$ cat src/rtl/dkong_hiscore_ctl.sv
// High-score persistence controller: restores a host-supplied score table into
// game RAM once the game has initialised it, and dumps game RAM back on request.
module dkong_hiscore_ctl #(
  parameter logic [15:0] HS_START     = 16'h6100,
  parameter int          HS_LEN       = 40,
  parameter logic [7:0]  START_MARK   = 8'h00,
  parameter logic [7:0]  END_MARK     = 8'h00,
  parameter logic [23:0] CHECK_PERIOD = 24'd2457600
) (
  input  logic        I_CLK_24576M,
  input  logic        I_RESET,
  output logic        O_PAUSE_REQ,
  input  logic        I_PAUSED,
  output logic [15:0] O_HS_ADDR,
  output logic [7:0]  O_HS_DIN,
  input  logic [7:0]  I_HS_DOUT,
  output logic        O_HS_WRITE,
  output logic        O_HS_ACCESS,
  input  logic [5:0]  I_NV_ADDR,
  input  logic [7:0]  I_NV_WDATA,
  input  logic        I_NV_WE,
  output logic [7:0]  O_NV_RDATA,
  input  logic        I_NV_LOADED,
  input  logic        I_SAVE,
  output logic        O_BUSY,
  output logic        O_SAVE_DONE,
  output logic        O_RESTORED
);

  typedef enum logic [2:0] {IDLE, PREQ, CHK_S, CHK_E, REST, DUMP, REL} state_t;

  localparam logic [15:0] END_ADDR = HS_START + 16'(HS_LEN - 1);
  localparam logic [5:0]  LAST_IDX = 6'(HS_LEN - 1);

  logic [7:0]  nv_buf [0:63];

  state_t      state, state_nx;
  logic [5:0]  idx, idx_nx;
  logic [1:0]  ph, ph_nx;
  logic        op_dump, op_nx;
  logic        save_pend, pend_clr;
  logic [23:0] timer;
  logic        timer_ld, dump_we, rest_set, to_rel;
  logic [15:0] addr_nx;
  logic [7:0]  din_nx;
  logic        wr_nx, acc_nx, preq_nx, done_nx;
  logic [5:0]  idx_inc;
  logic        last;

  assign idx_inc = idx + 6'd1;
  assign last    = (idx == LAST_IDX);

  always_comb begin
    state_nx = state;
    idx_nx   = idx;
    ph_nx    = ph;
    op_nx    = op_dump;
    addr_nx  = O_HS_ADDR;
    din_nx   = O_HS_DIN;
    wr_nx    = O_HS_WRITE;
    acc_nx   = O_HS_ACCESS;
    preq_nx  = O_PAUSE_REQ;
    done_nx  = 1'b0;
    pend_clr = 1'b0;
    timer_ld = 1'b0;
    dump_we  = 1'b0;
    rest_set = 1'b0;
    to_rel   = 1'b0;
    case (state)
      IDLE: begin
        // A save before the restore would overwrite host data, so it is dropped.
        if (save_pend) pend_clr = 1'b1;
        if (save_pend && (O_RESTORED || !I_NV_LOADED)) begin
          state_nx = PREQ;
          op_nx    = 1'b1;
          preq_nx  = 1'b1;
        end else if (I_NV_LOADED && !O_RESTORED && timer == 24'd0) begin
          state_nx = PREQ;
          op_nx    = 1'b0;
          preq_nx  = 1'b1;
        end
      end
      PREQ: begin
        if (I_PAUSED) begin
          acc_nx   = 1'b1;
          wr_nx    = 1'b0;
          addr_nx  = HS_START;
          idx_nx   = 6'd0;
          ph_nx    = 2'd0;
          state_nx = op_dump ? DUMP : CHK_S;
        end
      end
      CHK_S, CHK_E: begin
        if (!I_PAUSED) begin
          to_rel = 1'b1;
        end else if (ph == 2'd2) begin
          if (state == CHK_S && I_HS_DOUT == START_MARK) begin
            state_nx = CHK_E;
            addr_nx  = END_ADDR;
            ph_nx    = 2'd0;
          end else if (state == CHK_E && I_HS_DOUT == END_MARK) begin
            state_nx = REST;
            addr_nx  = HS_START;
            din_nx   = nv_buf[6'd0];
            idx_nx   = 6'd0;
            ph_nx    = 2'd0;
          end else begin
            to_rel = 1'b1;
          end
        end else begin
          ph_nx = ph + 2'd1;
        end
      end
      REST: begin
        if (!I_PAUSED) begin
          to_rel = 1'b1;
        end else if (ph == 2'd0) begin
          wr_nx = 1'b1;
          ph_nx = 2'd1;
        end else if (last) begin
          to_rel   = 1'b1;
          rest_set = 1'b1;
        end else begin
          idx_nx  = idx_inc;
          addr_nx = HS_START + {10'd0, idx_inc};
          din_nx  = nv_buf[idx_inc];
          wr_nx   = 1'b0;
          ph_nx   = 2'd0;
        end
      end
      DUMP: begin
        if (!I_PAUSED) begin
          to_rel = 1'b1;
        end else if (ph == 2'd2) begin
          dump_we = 1'b1;
          if (last) begin
            to_rel  = 1'b1;
            done_nx = 1'b1;
          end else begin
            idx_nx  = idx_inc;
            addr_nx = HS_START + {10'd0, idx_inc};
            ph_nx   = 2'd0;
          end
        end else begin
          ph_nx = ph + 2'd1;
        end
      end
      REL: begin
        state_nx = IDLE;
        timer_ld = 1'b1;
      end
      default: state_nx = IDLE;
    endcase
    if (to_rel) begin
      state_nx = REL;
      acc_nx   = 1'b0;
      wr_nx    = 1'b0;
      preq_nx  = 1'b0;
    end
  end

  always_ff @(posedge I_CLK_24576M) begin
    if (I_RESET) begin
      state       <= IDLE;
      idx         <= 6'd0;
      ph          <= 2'd0;
      op_dump     <= 1'b0;
      save_pend   <= 1'b0;
      timer       <= CHECK_PERIOD;
      O_PAUSE_REQ <= 1'b0;
      O_HS_ADDR   <= 16'h0000;
      O_HS_DIN    <= 8'h00;
      O_HS_WRITE  <= 1'b0;
      O_HS_ACCESS <= 1'b0;
      O_BUSY      <= 1'b0;
      O_SAVE_DONE <= 1'b0;
      O_RESTORED  <= 1'b0;
      O_NV_RDATA  <= 8'h00;
    end else begin
      state       <= state_nx;
      idx         <= idx_nx;
      ph          <= ph_nx;
      op_dump     <= op_nx;
      O_PAUSE_REQ <= preq_nx;
      O_HS_ADDR   <= addr_nx;
      O_HS_DIN    <= din_nx;
      O_HS_WRITE  <= wr_nx;
      O_HS_ACCESS <= acc_nx;
      O_BUSY      <= (state_nx != IDLE);
      O_SAVE_DONE <= done_nx;
      O_NV_RDATA  <= nv_buf[I_NV_ADDR];
      if (!I_NV_LOADED)  O_RESTORED <= 1'b0;
      else if (rest_set) O_RESTORED <= 1'b1;
      if (I_SAVE)        save_pend <= 1'b1;
      else if (pend_clr) save_pend <= 1'b0;
      if (timer_ld)                            timer <= CHECK_PERIOD;
      else if (state == IDLE && timer != 24'd0) timer <= timer - 24'd1;
    end
  end

  // The host port only writes while idle, so it never races the dump writes.
  always_ff @(posedge I_CLK_24576M) begin
    if (dump_we)                nv_buf[idx]       <= I_HS_DOUT;
    else if (I_NV_WE && !O_BUSY) nv_buf[I_NV_ADDR] <= I_NV_WDATA;
  end

endmodule

$ cat config.mk
export PLATFORM = sky130hd
export DESIGN_NAME = dkong_hiscore_ctl
export DESIGN_NICKNAME = d
export VERILOG_FILES = /design/src/rtl/dkong_hiscore_ctl.sv
export SDC_FILE = /design/constraint.sdc
export NUM_CORES = 1
export LEC_CHECK = 0
export CAP_MARGIN = 10
export CELL_PAD_IN_SITES_DETAIL_PLACEMENT = 1
export CELL_PAD_IN_SITES_GLOBAL_PLACEMENT = 1
export CORE_UTILIZATION = 55
export CTS_BUF_LIST = sky130_fd_sc_hd__clkbuf_8 sky130_fd_sc_hd__clkbuf_16
export DETAILED_ROUTE_END_ITERATION = 10
export HOLD_SLACK_MARGIN = 0.12
export PLACE_DENSITY = 0.92
export SYNTH_ARGS = -nofsm -noshare
export SYNTH_HDL_FRONTEND = slang
export SYNTH_SLANG_ARGS = --single-unit
export TNS_END_PERCENT = 100
$ cat constraint.sdc
create_clock -name I_CLK_24576M -period 6 [get_ports I_CLK_24576M]
set_clock_uncertainty 0.05 [all_clocks]
set_input_delay 0.6 -clock I_CLK_24576M [delete_from_list [all_inputs] [get_ports I_CLK_24576M]]
set_output_delay 0.6 -clock I_CLK_24576M [all_outputs]
set_load 0.05 [all_outputs]
==> results.md <==
* CTS root buffer: clkbuf_16
* Initial antenna violation count at 7
* Synth Cell Area at around 0.028 sq mm
* GRT Util Overall at 0.387
* Max_cap viols at 0
* First-pass GRT wire length at about 140000 microns
* Critical path class: register to register
* Top-area cell type share of the netlist area at 0.558
* Cts bufs inserted at a little under 60
* Max-slew violation count at 0
* CTS tree: done
* Slew margin rel. at 0.182
* Sequential share of the synthesized area at 0.606
* Die width at 226 microns
* Startpoint types: register
* Synth Register Bits at ~580
* Max Fclk at ~220 MHz
* Vias at ~18000
* R2R Setup Slk at 1.45 ns
* Global route overflow at 0
* P_leak at approximately 9.4 nW
* Site row count at 81
* Data arrival, critical path at 4.96 ns
* Initial Util at 0.560
* RSZ-0062 raised after global routing: no
* Initial DRC count at between 3000 and 4000
* Crit. End Element: register
* Clock Sinks at approximately 580
* DRT Pass-1 Iters at 7
* Period utilisation layout at 0.758
* Via density at 7.92
* Power Density at approximately 330 mW/mm^2
* Worst-margin pin slew at 1.21 ns
* Critical path's slowest cell: xor2_4
* IO Count at between 60 and 70
* Ys async rst share at 0
* Final Net Count at between 1500 and 2000
* I/O Buffers at a little under 60
* # DRC at 0
* Crit path largest cell delay at 0.84 ns
* Yosys warning total at 0
* Routed WL at roughly 96000 microns
* Synth cell types at 66
* Die area at between 0.05 and 0.06 sq mm
* Post-synth top cells: edfxtp_1 (512), mux4_2 (295), nor2_1 (128)
* Post-synth EDFFs at 512
* Wire length per cell at between 40 and 50 microns
* Synth Instances at approximately 1600
* Setup TNS at 0 ns
* Area delta synth->final at 11.2%
* Final HPWL DP at 56400 microns
* Area contributors post-synth: edfxtp_1 (56%), mux4_2 (24%), dfxtp_1 (4.8%)
* Layout cell share with drive strength beyond 1 at 0.268
* Clk_lat worst skew at ~0.65 ns
* CORE AREA at between 0.04 and 0.05 sq mm
* CP required at roughly 6.4 ns
* Final setup vio count at 0
* Status: complete, no violations
* Predominant post-synthesis flop cell: edfxtp_1
* Crit-path most repeated cell: o41ai_1
* Max VDD drop at around 220 uV
* Post-cts sizing count at 0
* Gpl congestion at just under 1
* Util after Layout at 0.623
* CTS H-tree depth at 2
* Largest net degree at the start of global routing at just over 90
* Hold buffers post-CTS at 0
* Tot Pwr at around 10 mW
* Min cycle time layout at about 4.5 ns
* Vias in the first global route at roughly 18000
* Most frequent cell after synthesis: edfxtp_1
* Antenna-violating nets left at 0
* Clock transition at path regs at about 0.070 ns
* CTS Buffer Depth at 3
* Post-CTS Setup Inserts at 0
* Cell taking the most area after synthesis: edfxtp_1
* DIE HEIGHT at ~230 microns
* Hold Fails Final Rpt at 0
* Crit path max fanout at 32
* CP Cell Sequence: ha_4 > xor2_4 > buf_4 > mux2i_1 > a21oi_1 > or4_1 > o41ai_1 > o41ai_1
* Syn avg cell area at 17.4 sq um
* Hold Crit Class: register to register
[placed cells by master (no fill, tap or decap), types with 16 or more instances in the layout]
cell type / instances
mux4_2: 295
dfxtp_1: 65
a21oi_1: 32
nor2b_1: 16
mux2i_1: 49
nor2_1: 128
nand2_1: 73
clkdlybuf4s50_1: 53
edfxtp_1: 512
clkbuf_16: 59
buf_4: 19
nand2b_1: 20
o22ai_1: 16
inv_1: 23
[worst max-delay path, delay by kind of cell (launching register included)]
family	cells	cell delay, ns
xor+xnor	1	0.84
fa+ha+maj	1	0.37
simple gates	1	0.59
mux	1	0.69
compound gates	3	0.48
buf+inv	1	0.64
flops	1	0.69
[metal layers]
layer,share of wire,global-route usage,vias up
li1,-,-,6571
met3,0.15,0.132,490
met5,0.00080,0,-
met1,0.32,0.489,9273
met2,0.45,0.588,1995
met4,0.075,0.222,12
[layout make-up]
class | count | area (sq um)
fill | 4161 | 18500
sequential | 578 | 16700
multi-input combinational | 869 | 10200
clock buffer | 59 | 1480
tap | 664 | 831
timing repair buffer | 80 | 773
clock inverter | 49 | 547
inverter | 15 | 56.3
antenna | 3 | 7.51
[report_power, final]
part	switching, mW	internal [mW]
sequential	0.107	4.60
combinational	0.909	0.450
clock	1.65	2.30
[cells by family (layout without fill, tap and decap cells)]
kind of cell	count (synthesis)	after routing	synth area share
DFF	578	578	0.606
xor gates and xnor gates	20	20	0.00636
other	1	10	0.000136
muxes	360	360	0.266
AOI/OAI and AO/OA	156	156	0.0387
and+or+nand+nor	323	323	0.0560
adders and majority gates	3	3	0.00136
buffers and inverters	138	203	0.0255
[metrics by stage]
step / hold slack [ns] / setup slack [ns] / std cells / cell area, sq um
3_5_place_dp: 0.402 / 1.57 / 2206 / 28600
3_3_place_gp: 0.387 / 1.85 / 2206 / 28600
4_1_cts: 0.424 / 1.71 / 2314 / 30600
6_report: 0.421 / 1.45 / 2317 / 30600
2_1_floorplan: 0.393 / 3.14 / 1585 / 27600
5_1_grt: 0.435 / 1.24 / 2314 / 30600
[registers in the layout, summed over array words and instances, names as in the netlist, 2 cells and up]
register and flops:
O_HS_ADDR 7, state 3, O_HS_DIN 8, ph 2
nv_buf 512, idx 6, timer 24, O_NV_RDATA 8
[path summary, 6_finish.rpt]
kind               startpoint          end  depth (start not counted)
setup / recovery       idx[1]  O_HS_DIN[6]                          8
hold / removal    O_PAUSE_REQ  O_PAUSE_REQ                          2
setup reg to reg       idx[1]  O_HS_DIN[6]                          8
hold reg to reg   O_PAUSE_REQ  O_PAUSE_REQ                          2
Power figures use the tool's default switching activity.
